<file path="src/rtl/uart_tx_datafifo.sv">
// First-word-fall-through transmit FIFO for the UART-lite TX path.
// Optional occupancy output port data_count enabled by `UART_TX_DATAFIFO_COUNT_EN.
module uart_tx_datafifo #(
   parameter int DATA_WIDTH = 8,
   parameter int DEPTH      = 16
) (
   input  logic                      clk,
   input  logic                      srst,
   input  logic [DATA_WIDTH-1:0]     din,
   input  logic                      wr_en,
   input  logic                      rd_en,
   output logic [DATA_WIDTH-1:0]     dout,
   output logic                      full,
`ifdef UART_TX_DATAFIFO_COUNT_EN
   output logic [$clog2(DEPTH):0]    data_count,
`endif
   output logic                      empty
);

   localparam int AW = $clog2(DEPTH);
   localparam logic [AW:0] FULL_COUNT = (AW+1)'(DEPTH);

   logic [DATA_WIDTH-1:0] mem [DEPTH];
   logic [AW-1:0]         wr_ptr;
   logic [AW-1:0]         rd_ptr;
   logic [AW:0]           count;
   logic                  wr_ok;
   logic                  rd_ok;

   // Requests are qualified by the flags as they stood at the edge, so a
   // write while full or a read while empty is silently dropped.
   assign wr_ok = wr_en && !full;
   assign rd_ok = rd_en && !empty;

   assign full  = (count == FULL_COUNT);
   assign empty = (count == '0);
   assign dout  = empty ? '0 : mem[rd_ptr];

`ifdef UART_TX_DATAFIFO_COUNT_EN
   assign data_count = count;
`endif

   // Storage has no reset; a reset only rewinds the pointers.
   always_ff @(posedge clk) begin
      if (!srst && wr_ok) begin
         mem[wr_ptr] <= din;
      end
   end

   always_ff @(posedge clk) begin
      if (srst) begin
         wr_ptr <= '0;
         rd_ptr <= '0;
         count  <= '0;
      end else begin
         if (wr_ok) begin
            wr_ptr <= wr_ptr + 1'b1;
         end
         if (rd_ok) begin
            rd_ptr <= rd_ptr + 1'b1;
         end
         case ({wr_ok, rd_ok})
            2'b10:   count <= count + 1'b1;
            2'b01:   count <= count - 1'b1;
            default: count <= count;
         endcase
      end
   end

endmodule

</file>
<file path="config.mk">
export PLATFORM = sky130hd
export DESIGN_NAME = uart_tx_datafifo
export DESIGN_NICKNAME = d
export VERILOG_FILES = /design/src/rtl/uart_tx_datafifo.sv
export SDC_FILE = /design/constraint.sdc
export NUM_CORES = 1
export LEC_CHECK = 0
export CORE_ASPECT_RATIO = 1.75
export CORE_MARGIN = 1.5
export CORE_UTILIZATION = 40
export DETAILED_ROUTE_END_ITERATION = 6
export GPL_ROUTABILITY_DRIVEN = 0
export GPL_TIMING_DRIVEN = 0
export PLACE_DENSITY = 0.54
export SYNTH_ARGS = -nofsm -noshare
export SYNTH_HDL_FRONTEND = slang
export SYNTH_SLANG_ARGS = --single-unit
</file>
<file path="constraint.sdc">
create_clock -name clk -period 5.4 [get_ports clk]
set_input_delay 1.08 -clock clk [delete_from_list [all_inputs] [get_ports clk]]
set_output_delay 1.08 -clock clk [all_outputs]
set_load 0.005 [all_outputs]
</file>
==> out/metrics.cfg, run 1 <==
[status]
outcome=complete, no violations

[setup_path]
critical_path_class=reg -> out
cp_data_arrival_time_ps=2880
required_ps=4320
rr_worst_depth=12
crit_fanout=10
ff2ff_setup_slack_ps=2170
r2r-start=count[0]
start_kind=flop
crit_path_end_kind=output port
r2r_end=count[4]
endpoint=dout[3]

[synthesis]
ys.flop_type=edfxtp_1
syn_area_sq_um=5860
yosysMostFrequentCell=edfxtp_1
async_reset_ff_frac=0
yosysTopAreaCell=edfxtp_1
netlist_top_cells_area=edfxtp_1 66%, mux4_2 12%, dfxtp_1 5.8%, nor2_1 2.2%, a211oi_1 2.1%
synth-seq-cells=145
synth-seq-area-share=0.715
synthesis.nets=345
netlist_instances=323
synth.avg_cell_area_sq_um=18.1
synth_edf_count=128
synth_top_area_share=0.656
synth_cell_types=34
ys.warnings.count=0
synth_common_cells=128 x edfxtp_1, 35 x nor2_1, 32 x mux4_2

[cts]
htreeDepth=4
cts_resized=0
cts_hold_buf=0
cts_sinks=145
clockBufferDepth=2
cts_setup_buffers=0
cts_tree=built
cts.clk_slew.worst_paths_ps=60
cts_made_buffers=17
cts_root_buf=clkbuf_16
clock_latency_ps=420

[sta]
holdWs_ps=537
final-setup-viol-count=0
slew_viol_final=0
timing.fmax_mhz=252
grt_setup_unrepaired=false
finalCritPeriodShare=0.734
hold_viol=0
tightest_slew_ps=1010
fin_setup_tns_ps=0
timing.final.ws_setup_ps=1440
fin_skew_ps=7.92
relSlewSlack=0.321
min_period_ps=3960

[cells_and_area]
final_area_sq_um=6880
drive_gt1_frac=0.203
areaGrowthSynthToFinish_pct=17.5
final_util=0.479
n_antenna_cell=0
layout.nets=385

[floorplanning]
initial_core_util=0.408
core_area_sq_um=14400
dieArea_sq_um=15400
chipHeight_um=163
ioPinCount=22
fp.dieW_um=94.5
fp-row-count=58

[min_path]
hold_path.class=reg -> reg

[drt]
first_iter_violations=133
drcViolationCount=0
num_vias=2958
drt-vias-per-instance=5.33
avgRoutedWirePerCell_um=22.0
wl_um=12200
drtPass1Iterations=5
ant_nets=0

[power]
seqPwrFrac=0.407
p_int_mw=2.32
p_per_area_nw_per_um2=460
leakage_nw=2.23
ir_worst_vdd_mv=0.284
clkPwrFrac=0.370
swShare=0.267
p_sw_mw=0.845
power.share.combinational=0.223

[placement]
dp_slack_ps=1690
placed_cell_area_sq_um=6290
port_buffers=21
dp_hpwl_um=8230

[flow_run]
max_cap_viol_count=0

[grt]
grt_max_degree=17
first_global_vias=3118
grt_pass1_wl_um=18300
overflow=0
gr-usage-all-layers=0.174
antenna_found_initial=0

==> registers in the layout, indices dropped and copies added, names as in the netlist, named ones only <==
name and cells:
mem 128, count 5, rd_ptr 4, wr_ptr 4
==> power by group through the flow <==
stage                     Clock [mW]  Combinational, mW  Sequential (mW)
final                           1.17              0.706             1.29
after floorplan                    0              0.450             1.30
after detailed placement           0              0.726             1.31
after global placement             0              0.715             1.31
after CTS                       1.20              0.727             1.29
after global routing            1.24              0.785             1.29
==> layer usage <==
layer,wire length (um),vias up,track usage
li1,-,1357,-
met1,4650,1512,0.187
met2,6900,66,0.320
met3,292,23,0.0298
met4,383,0,0.0889
met5,0,-,0
==> cell families after synthesis <==
kind of cell	synth area share
compound gates	0.0340
xor+xnor	0.0120
fa+ha+maj	0.0227
buf+inv	0.0216
flops	0.715
mux	0.144
simple gates	0.0515
==> worst max-delay path, stage by stage, from the launching register on <==
cell,delay [ps]
dfxtp_1,300
clkbuf_1,350
buf_2,370
mux4_2,340
nor2b_1,140
a211oi_1,380
a211oi_1,100
clkdlybuf4s50_1,490
==> cells in the final DEF (no fill, tap or decap), types with 2 or more instances in the layout <==
cell type	Yosys	routed
mux4_2	32	32
inv_1	8	8
nand2_1	5	5
clkdlybuf4s50_1	0	21
and3_1	5	5
bufinv_16	0	3
o211ai_1	3	3
clkbuf_1	6	6
nor2_1	35	35
or3_1	2	2
buf_6	2	2
dfxtp_1	17	17
clkinv_4	0	4
ha_1	9	9
a211oi_1	16	16
xor2_1	7	7
clkinv_1	0	2
a21oi_1	4	4
clkinv_2	0	2
clkbuf_16	0	17
nor2b_1	9	9
buf_2	8	8
mux2i_1	11	11
edfxtp_1	128	128
clkinvlp_4	0	2
==> worst min path at each step <==
| stage | start | to | slack, ps | cells after the start |
|---|---|---|---|---|
| 5_1_grt | count[2] | count[2] | 590 | 2 |
| 3_5_place_dp | count[2] | count[2] | 530 | 2 |
| 3_3_place_gp | rd_ptr[3] | rd_ptr[3] | 510 | 2 |
| 4_1_cts | count[2] | count[2] | 550 | 2 |
| 2_1_floorplan | count[2] | count[2] | 480 | 2 |
| 6_report | count[2] | count[2] | 540 | 2 |
==> final cells by class <==
cell class	count	area [sq um]
Tap cell	180	225
Clock buffer	17	425
Fill cell	1261	7490
Multi-Input combinational cell	152	1550
Sequential cell	145	4180
Timing Repair Buffer	21	210
Inverter	8	30.0
Clock inverter	14	166
Buffer	18	96.3
==> stage by stage <==
stage / power (mW) / instances
floorplan: 1.75 / 323
global placement: 2.03 / 524
detailed placement: 2.04 / 524
CTS: 3.21 / 555
global route: 3.32 / 555
finish: 3.17 / 555
Note: power is estimated with default switching activity, not from simulation.
==> run 2, diff against run 1 <==
Clock period 5.4 ns to 3.7 ns, I/O delays scaled along.
==> run 2 against run 1 <==
Net effect:
- sequential power rose by 46%
- first-iteration DRC count rose by 23%
- via count barely moved
- non-clock buffer count fell by 1
- clock-buffer cell count did not move
- critical path type unchanged
- critical endpoint is now dout[5]
==> out/metrics.cfg, run 2 (synthesized netlist as in run 1, its figures left out) <==
[status]
outcome=complete, no violations

[cells_and_area]
areaGrowthSynthToFinish_pct=17.5  ; unchanged
drive_gt1_frac=0.206  ; +0.00322
reg_top3=mem x128, count x5
final_cell_mix=128 x edfxtp_1, 35 x nor2_1, 32 x mux4_2, 21 x clkdlybuf4s50_1
n_antenna_cell=0  ; unchanged
final-seq-area_sq_um=4180  ; unchanged
layout.nets=384  ; -0.26%
nFillCells=1260  ; -0.079%
regMostFlops=mem
largest_reg_flops=128  ; unchanged
final_area_sq_um=6880  ; unchanged
multi_input_area_sq_um=1550  ; unchanged
final_common_cell=edfxtp_1
stdcell_count=554  ; -0.18%

[floorplanning]
core_area_sq_um=14400  ; unchanged
fp-row-count=58  ; unchanged
chipHeight_um=163  ; unchanged
fp.dieW_um=94.5  ; unchanged
initial_core_util=0.408  ; unchanged
dieArea_sq_um=15400  ; unchanged
ioPinCount=22  ; unchanged

[grt]
gr-usage-all-layers=0.174  ; unchanged
grt_max_degree=17  ; unchanged
overflow=0  ; unchanged
antenna_found_initial=0  ; unchanged
grt_pass1_wl_um=18300  ; unchanged
first_global_vias=3118  ; unchanged

[sta]
min_period_ps=3510
fin_setup_tns_ps=0  ; unchanged
slew_viol_final=0  ; unchanged
timing.fmax_mhz=285
finalCritPeriodShare=0.948
tightest_slew_ps=1020  ; +8.26 ps
fin_skew_ps=8.50  ; +0.584 ps
relSlewSlack=0.317  ; -0.00441
grt_setup_unrepaired=false
hold_viol=0  ; unchanged
final-setup-viol-count=0  ; unchanged

[power]
seqPwrFrac=0.407  ; about the same
leakage_nw=2.23  ; about the same
ir_worst_vdd_mv=0.411  ; +45%
p_sw_mw=1.23  ; +45%
finalPower_mw=4.62  ; +46%
clkPwrFrac=0.369  ; about the same
power.share.combinational=0.223  ; about the same
p_per_area_nw_per_um2=672  ; +46%
swShare=0.266  ; -0.000811
p_int_mw=3.39  ; +46%

[drt]
ant_nets=0  ; unchanged
drt-vias-per-instance=5.34  ; +0.21%
avgRoutedWirePerCell_um=22.1  ; about the same
first_iter_violations=163  ; +23%
wl_um=12200  ; about the same
num_vias=2959  ; +0.034%
drcViolationCount=0  ; unchanged
drtPass1Iterations=5  ; unchanged

[min_path]
hold_path.class=reg -> reg
min-delay-start=count[2]

[placement]
place_inst=524  ; unchanged
dp_hpwl_um=8230  ; unchanged
port_buffers=21  ; unchanged
placed_cell_area_sq_um=6290  ; unchanged

[cts]
cts_setup_buffers=0  ; unchanged
cts.clk_slew.worst_paths_ps=60  ; about the same
cts_resized=0  ; unchanged
clockBufferDepth=2  ; unchanged
cts_root_buf=clkbuf_16
clock_latency_ps=420  ; about the same
htreeDepth=4  ; unchanged
cts_sinks=145  ; unchanged
cts_tree=built
cts_hold_buf=0  ; unchanged
cts_made_buffers=17  ; unchanged

[setup_path]
r2r-start=count[0]
crit_fanout=10  ; unchanged
ff2ff_setup_slack_ps=470  ; -1700 ps
cp_data_arrival_time_ps=2770  ; -110 ps
crit_path_end_kind=output port
required_ps=2960  ; -1360 ps
start_kind=flop
critical_path_class=reg -> out

[flow_run]
max_cap_viol_count=0  ; unchanged

## run 2: cell types whose count changed in the layout (fill, tap and decap cells not counted)
cell	before	now
clkbuf_2	0	1
clkbuf_1	6	4
buf_2	8	7
clkbuf_4	0	1
## run 2: final timing paths
kind	cells after the start	endpoint
max	7	dout[5]
min	2	count[2]
max reg2reg	12	count[4]
min reg2reg	2	count[2]
## run 2: power by group through the flow
| stage | Clock (mW) | Combinational, mW | Sequential, mW |
|---|---|---|---|
| floorplan | 0 | 0.657 | 1.90 |
| global placement | 0 | 1.04 | 1.92 |
| detailed placement | 0 | 1.06 | 1.92 |
| CTS | 1.74 | 1.06 | 1.88 |
| global route | 1.80 | 1.15 | 1.89 |
| finish | 1.71 | 1.03 | 1.88 |
## run 2: metal layers
metal / vias to the layer above / GRT usage / share of wire
met3: 21 / 0.0298 / 0.031
met1: 1505 / 0.187 / 0.38
met4: 0 / 0.0889 / 0.030
met5: - / 0 / 0
met2: 79 / 0.320 / 0.56
li1: 1354 / - / -
## run 2: cell type report
cell class | count | share of cell area
sequential | 145 | 0.608
multi-input combinational | 152 | 0.225
clock buffer | 17 | 0.0618
tap | 180 | 0.0327
timing repair buffer | 21 | 0.0305
clock inverter | 14 | 0.0242
buffer | 17 | 0.0140
inverter | 8 | 0.00436
## run 2: through the flow
stage | hold slack [ps] | util | worst slack [ps]
4_1_cts | 546 | 0.479 | 9.06
3_5_place_dp | 530 | 0.438 | 327
5_1_grt | 593 | 0.479 | 40.7
6_report | 537 | 0.479 | 192
3_3_place_gp | 512 | 0.438 | 359
2_1_floorplan | 480 | - | 754
## run 2: worst max-delay path, stage by stage, from the launching register on
cell and delay, ps:
dfxtp_1 310, buf_2 190, buf_4 280, clkbuf_4 290, mux4_2 240, mux2i_1 80
a211oi_1 380, clkdlybuf4s50_1 580
